File: src/rtl/mpmc11_pkg.sv
// mpmc11_pkg: shared types for the mpmc11 memory controller.
//   mpmc11_state_t      - controller state machine encoding (sm_state)
//   mpmc11_coll_state_t - read-response collector states
//   MPMC11_RESP_LAT_W   - width of the arm-to-last-beat latency counter
package mpmc11_pkg;

  typedef enum logic [3:0] {
    IDLE,
    PRECHARGE,
    ACTIVATE,
    PRESET1,
    PRESET2,
    PRESET3,
    RD_WAIT,
    WR_DATA,
    REFRESH
  } mpmc11_state_t;

  typedef enum logic [1:0] {
    C_IDLE,
    C_COLLECT,
    C_DONE,
    C_HOLD
  } mpmc11_coll_state_t;

  localparam int MPMC11_RESP_LAT_W = 16;

endpackage

File: src/rtl/mpmc11_rd_resp_collector.sv
// mpmc11_rd_resp_collector: assembles DDR application read beats into one line
// and hands it to the requesting channel (valid/ready) or to the RMW/ALU path.
//
// Ports:
//   clk, rst            clock, synchronous active-high reset
//   sm_state            controller state; PRESET3 arms, IDLE during collect aborts
//   cmd_cyc/cmd_we      latched command bits; a read arms the collector
//   cmd_rmw, cmd_tid    latched at arm: destination select and transaction id
//   burst_len           beats-1 of the burst, latched at arm
//   rd_data_valid/rd_data  application read-beat stream
//   resp_burst_cnt      beats received before the current one
//   resp_v/resp_rdy     channel response handshake; resp_tid/resp_line/resp_err held
//   rmw_v               one-cycle pulse, line valid for the ALU path
//   busy                collector not idle
//   stray_err           one-cycle pulse, beat seen outside collection
//   resp_lat            arm-to-last-beat latency
//
// Optional feature macro: MPMC11_RESP_LATENCY_EN builds the latency counter;
// without it resp_lat is tied to zero.
module mpmc11_rd_resp_collector
  import mpmc11_pkg::*;
#(
  parameter int DATA_W    = 128,
  parameter int MAX_BEATS = 2,
  parameter int TID_W     = 13
) (
  input  logic                          clk,
  input  logic                          rst,
  input  mpmc11_state_t                 sm_state,
  input  logic                          cmd_cyc,
  input  logic                          cmd_we,
  input  logic                          cmd_rmw,
  input  logic [TID_W-1:0]              cmd_tid,
  input  logic [7:0]                    burst_len,
  input  logic                          rd_data_valid,
  input  logic [DATA_W-1:0]             rd_data,
  output logic [7:0]                    resp_burst_cnt,
  output logic                          resp_v,
  input  logic                          resp_rdy,
  output logic [TID_W-1:0]              resp_tid,
  output logic [DATA_W*MAX_BEATS-1:0]   resp_line,
  output logic                          resp_err,
  output logic                          rmw_v,
  output logic                          busy,
  output logic                          stray_err,
  output logic [MPMC11_RESP_LAT_W-1:0]  resp_lat
);

  mpmc11_coll_state_t state_reg, state_next;
  logic [7:0]       cnt_reg, cnt_next;
  logic [7:0]       blen_reg, blen_next;
  logic             rmw_reg, rmw_next;
  logic [TID_W-1:0] tid_reg, tid_next;
  logic             err_reg, err_next;
  logic             resp_v_reg, resp_v_next;
  logic             rmw_v_reg, rmw_v_next;
  logic             stray_reg, stray_next;
  logic             busy_reg;
  logic             beat_we;
  logic             arm;

  assign arm = (sm_state == PRESET3) && cmd_cyc && !cmd_we;

  always_ff @(posedge clk) begin
    if (rst) begin
      state_reg  <= C_IDLE;
      cnt_reg    <= '0;
      blen_reg   <= '0;
      rmw_reg    <= 1'b0;
      tid_reg    <= '0;
      err_reg    <= 1'b0;
      resp_v_reg <= 1'b0;
      rmw_v_reg  <= 1'b0;
      stray_reg  <= 1'b0;
      busy_reg   <= 1'b0;
    end else begin
      state_reg  <= state_next;
      cnt_reg    <= cnt_next;
      blen_reg   <= blen_next;
      rmw_reg    <= rmw_next;
      tid_reg    <= tid_next;
      err_reg    <= err_next;
      resp_v_reg <= resp_v_next;
      rmw_v_reg  <= rmw_v_next;
      stray_reg  <= stray_next;
      busy_reg   <= (state_next != C_IDLE);
    end
  end

  always_comb begin
    state_next  = state_reg;
    cnt_next    = cnt_reg;
    blen_next   = blen_reg;
    rmw_next    = rmw_reg;
    tid_next    = tid_reg;
    err_next    = err_reg;
    resp_v_next = resp_v_reg;
    rmw_v_next  = 1'b0;
    beat_we     = 1'b0;
    // Any beat outside collection is a stray, including one coinciding with arm.
    stray_next  = rd_data_valid && (state_reg != C_COLLECT);

    case (state_reg)
      C_IDLE: begin
        if (arm) begin
          tid_next   = cmd_tid;
          rmw_next   = cmd_rmw;
          blen_next  = burst_len;
          cnt_next   = '0;
          err_next   = 1'b0;
          state_next = C_COLLECT;
        end
      end
      C_COLLECT: begin
        if (rd_data_valid) begin
          // Beats past the line capacity are dropped but mark the response.
          if (int'(cnt_reg) < MAX_BEATS) beat_we = 1'b1;
          else                           err_next = 1'b1;
          if (cnt_reg == blen_reg) state_next = C_DONE;
          else                     cnt_next   = cnt_reg + 8'd1;
        end
        // Controller fell back to IDLE: it timed out, deliver what we have.
        if (sm_state == IDLE) begin
          err_next   = 1'b1;
          state_next = C_DONE;
        end
      end
      C_DONE: begin
        if (rmw_reg) begin
          rmw_v_next = 1'b1;
          cnt_next   = '0;
          state_next = C_IDLE;
        end else begin
          resp_v_next = 1'b1;
          state_next  = C_HOLD;
        end
      end
      C_HOLD: begin
        if (resp_v_reg && resp_rdy) begin
          resp_v_next = 1'b0;
          cnt_next    = '0;
          state_next  = C_IDLE;
        end
      end
      default: state_next = C_IDLE;
    endcase
  end

  // One register per line slot; the slot index is the count of prior beats.
  genvar gi;
  generate
    for (gi = 0; gi < MAX_BEATS; gi++) begin : g_slot
      logic [DATA_W-1:0] slot_reg;
      always_ff @(posedge clk) begin
        if (rst)                                slot_reg <= '0;
        else if (beat_we && cnt_reg == 8'(gi))  slot_reg <= rd_data;
      end
      assign resp_line[gi*DATA_W +: DATA_W] = slot_reg;
    end
  endgenerate

`ifdef MPMC11_RESP_LATENCY_EN
  logic [MPMC11_RESP_LAT_W-1:0] lat_cnt_reg;
  logic [MPMC11_RESP_LAT_W-1:0] lat_reg;

  always_ff @(posedge clk) begin
    if (rst) begin
      lat_cnt_reg <= '0;
      lat_reg     <= '0;
    end else begin
      if (state_reg == C_IDLE && arm)
        lat_cnt_reg <= '0;
      else if (state_reg == C_COLLECT && lat_cnt_reg != '1)
        lat_cnt_reg <= lat_cnt_reg + 1'b1;
      if (state_reg == C_DONE)
        lat_reg <= lat_cnt_reg;
    end
  end

  assign resp_lat = lat_reg;
`else
  assign resp_lat = '0;
`endif

  assign resp_burst_cnt = cnt_reg;
  assign resp_v         = resp_v_reg;
  assign resp_tid       = tid_reg;
  assign resp_err       = err_reg;
  assign rmw_v          = rmw_v_reg;
  assign busy           = busy_reg;
  assign stray_err      = stray_reg;

endmodule

File: config.mk
export PLATFORM = sky130hd
export DESIGN_NAME = mpmc11_rd_resp_collector
export DESIGN_NICKNAME = d
export VERILOG_FILES = /design/src/rtl/mpmc11_pkg.sv /design/src/rtl/mpmc11_rd_resp_collector.sv
export SDC_FILE = /design/constraint.sdc
export NUM_CORES = 1
export LEC_CHECK = 0
export CAP_MARGIN = 10
export CORE_AREA = 2 2 177 179
export DETAILED_ROUTE_END_ITERATION = 6
export DIE_AREA = 0 0 179 181
export PLACE_DENSITY_LB_ADDON = 0.15
export SLEW_MARGIN = 20
export SYNTH_ARGS = -nofsm -noshare
export SYNTH_HDL_FRONTEND = slang
export SYNTH_SLANG_ARGS = --single-unit
File: constraint.sdc
create_clock -name clk -period 2.51 [get_ports clk]
set_clock_uncertainty 0.1 [all_clocks]
set_input_delay 0.3765 -clock clk [delete_from_list [all_inputs] [get_ports clk]]
set_output_delay 0.3765 -clock clk [all_outputs]
set_load 0.05 [all_outputs]
==> results by group <==
Placement
  • Placed Area: 0.0153 mm²
  • Final HPWL DP: 23700 µm
  • PortBufs: 441
  • Final GP Congestion: 0.787
  • Placed instance count: 2101

Cells and area
  • Final instance area: 0.0164 mm²
  • Area growth syn-to-layout: 54.8%
  • Count of nets after finishing: 1904
  • Number of flip-flops under the largest register name: 256
  • Final non-filler cell total: 2160
  • Share of cells above drive strength 1: 4.93%
  • Post-layout util: 54.1%

Clock network
  • CTS tree: yes
  • Cts bufs inserted: 34
  • Root Buffer: clkbuf_16
  • CTS Hold Bufs: 0
  • Worst skew pair latency: 490 ps
  • CTS H-tree depth: 2
  • Clock-pin slew on the worst setup and hold paths: 50 ps
  • Clock buffer depth: 3
  • Clk sinks: 293
  • Setup bufs post-CTS: 0
  • Post-CTS resize count: 0

Yosys
  • Register area share after synthesis: 55.3%
  • Synth Cell Area: 0.0106 mm²
  • Mux cell area share after synthesis: 0.189%
  • Synth Area in Adders: 0.354%
  • Top_reg_cell synth: dfxtp_1
  • Count of yosys warnings during synthesis: 0
  • Synthesized area per cell: 7.94 µm²
  • Number of synthesized register bits: 293
  • Count of cell types in the netlist: 43
  • Largest family of logic cells by synthesized area: simple AND/OR/NAND/NOR gates
  • Async SR Flop Fraction: 0%
  • Complex-gate fraction of the synthesized area: 14.9%
  • Xor/xnor share of the synthesized area: 0.660%
  • Post-synth EDFFs: 0
  • Post-Synth Simple-Gate Area: 22.6%
  • Mapped Cells: 1337

Setup path
  • Slowest stage delay, CP: 890 ps
  • Crit path required time: 2030 ps
  • Critical path type: reg -> out
  • Arrival time at the worst endpoint: 1850 ps
  • Crit path max-delay family: buffers and inverters
  • Crit-path slowest cell: clkdlybuf4s50_1
  • Critical Path Start Type: register
  • Buffer and inverter count on the worst path: 1
  • Cell Chain, Critical Path: clkdlybuf4s50_1
  • CP Capture Type: output port
  • Crit Path Max Fanout: 7

STA
  • Pins over their slew limit: 0
  • RSZ-0062 raised after global routing: no
  • Worst hold slack: 303 ps
  • Tcrit/Tclk final: 92.6%
  • Worst slew margin: 58.5%
  • Final setup viols: 0
  • Worst Max-Slew Pin Slew: 620 ps
  • Tmin final: 2320 ps
  • Total Negative Setup Slacks: 0 ps
  • Hold Fails Final Rpt: 0
  • Peak Freq: 430 MHz

Global routing
  • Global route overflow: 0
  • Tot GR Track Use: 20.7%
  • First-pass GRT wire length: 53300 µm
  • Number of global-route vias before repair: 9577
  • Largest net degree at the start of global routing: 100
  • Initial antenna violation count: 1

Power and ir drop
  • Internal power: 7.98 mW
  • Power per cell area: 621 mW/mm²
  • Reported net switching power: 2.22 mW
  • Leakage: 5.46 nW
  • Reg power frac: 45.9%
  • Logic pwr share: 6.2%
  • Max IR drop VDD: 0.612 mV
  • Sw frac: 21.8%
  • Clock group share of total power: 47.8%

Die
  • Die area: 0.0324 mm²
  • Chip Width: 179 µm
  • Die height: 181 µm
  • Starting Density: 35.0%
  • Core area: 0.0303 mm²
  • I/O Pins: 458
  • Core Rows: 64

Detailed routing
  • Iteration-0 DRC Markers: 528
  • Final wirelength: 35200 µm
  • DRT Pass-1 Iters: 7
  • Via count: 10163
  • ANT nets after route: 0
  • Avg WL per Cell: 16.3 µm
  • Vias per Instance: 4.71
  • DRC viols: 0

Run status
  • Outcome: finished, final reports clean

Run
  • Max-cap violations: 0

Min path
  • Class of the most critical hold timing path: in -> reg
==> layout make-up <==
type | instances | area (µm²)
antenna | 1 | 2.50
clock buffer | 53 | 1070
clock inverter | 5 | 50.0
fill | 2917 | 13900
inverter | 5 | 18.8
multi-input combinational | 943 | 4190
sequential | 293 | 5870
tap | 396 | 495
timing repair buffer | 464 | 4740
==> metal layers <==
layer | global-route usage, % | share of wire, %
met4 | 7.71 | 3.7
met3 | 7.43 | 10
met2 | 35.0 | 47
met5 | 0 | 0
met1 | 23.8 | 39
==> per-stage QoR <==
| step | total power [mW] | worst slack [ps] |
|---|---|---|
| after CTS | 10.3 | 149 |
| after global routing | 10.6 | 3.72 |
| after floorplan | 5.07 | 399 |
| final | 10.2 | 185 |
| after detailed placement | 5.42 | 118 |
| after global placement | 5.42 | 171 |
==> final timing paths <==
| check | to | cells past startpoint | startpoint | slack (ps) |
|---|---|---|---|---|
| hold reg to reg | g_slot[1].slot_reg[117]$_SDFFE_PP0P_ | 2 | g_slot[1].slot_reg[117]$_SDFFE_PP0P_ | 350 |
| hold / removal | resp_v$_SDFFE_PP0P_ | 2 | rst | 300 |
| setup reg to reg | g_slot[0].slot_reg[30]$_SDFFE_PP0P_ | 6 | state_reg[0]$_SDFF_PP0_ | 190 |
| setup / recovery | resp_burst_cnt[0] | 1 | resp_burst_cnt[0]$_SDFFE_PP0P_ | 190 |
==> layout by cell type (no fill, tap or decap), types with 2 or more instances in the layout <==
cell / n
nand2_1: 567
clkdlybuf4s50_1: 440
dfxtp_1: 293
a21oi_1: 284
clkbuf_16: 37
conb_1: 16
buf_12: 12
buf_4: 11
clkbuf_8: 9
xnor2_1: 8
clkbuf_1: 8
inv_1: 5
nor2_1: 5
nor3_1: 4
nand3_1: 4
o31ai_1: 4
clkinv_2: 4
nand4_1: 3
nand2b_1: 3
nor4_1: 3
o21ai_0: 3
a21boi_0: 3
or4_1: 3
ha_1: 3
nor4_2: 2
nor2_4: 2
or2_4: 2
a21o_1: 2
mux2i_1: 2
a211oi_1: 2
==> cell usage after synthesis, types with 4 or more instances <==
library cell  number  share of area, %
a21oi_1          284                13
buf_2             32               1.5
buf_4             41               2.9
clkbuf_1          37               1.3
dfxtp_1          293                55
inv_1              5              0.18
nand2_1          567                20
nand3_1            4              0.19
nor2_1             7              0.25
nor3_1             5              0.24
o31ai_1            4              0.28
xnor2_1            8              0.66
==> power by group through the flow <==
| stage | Sequential, mW | Combinational, mW | Clock, mW |
|---|---|---|---|
| final | 4.69 | 0.634 | 4.88 |
| after global routing | 4.69 | 0.675 | 5.22 |
| after CTS | 4.69 | 0.636 | 5.02 |
| after detailed placement | 4.79 | 0.633 | 0 |
| after global placement | 4.79 | 0.632 | 0 |
| after floorplan | 4.86 | 0.202 | 0 |
==> logic make-up after synthesis <==
kind of cell | Yosys count
mux | 2
simple gates | 609
xor+xnor | 8
other cells | 1
buf+inv | 116
flops | 293
fa+ha+maj | 3
compound gates | 305
Note: power is estimated with default switching activity, not from simulation.
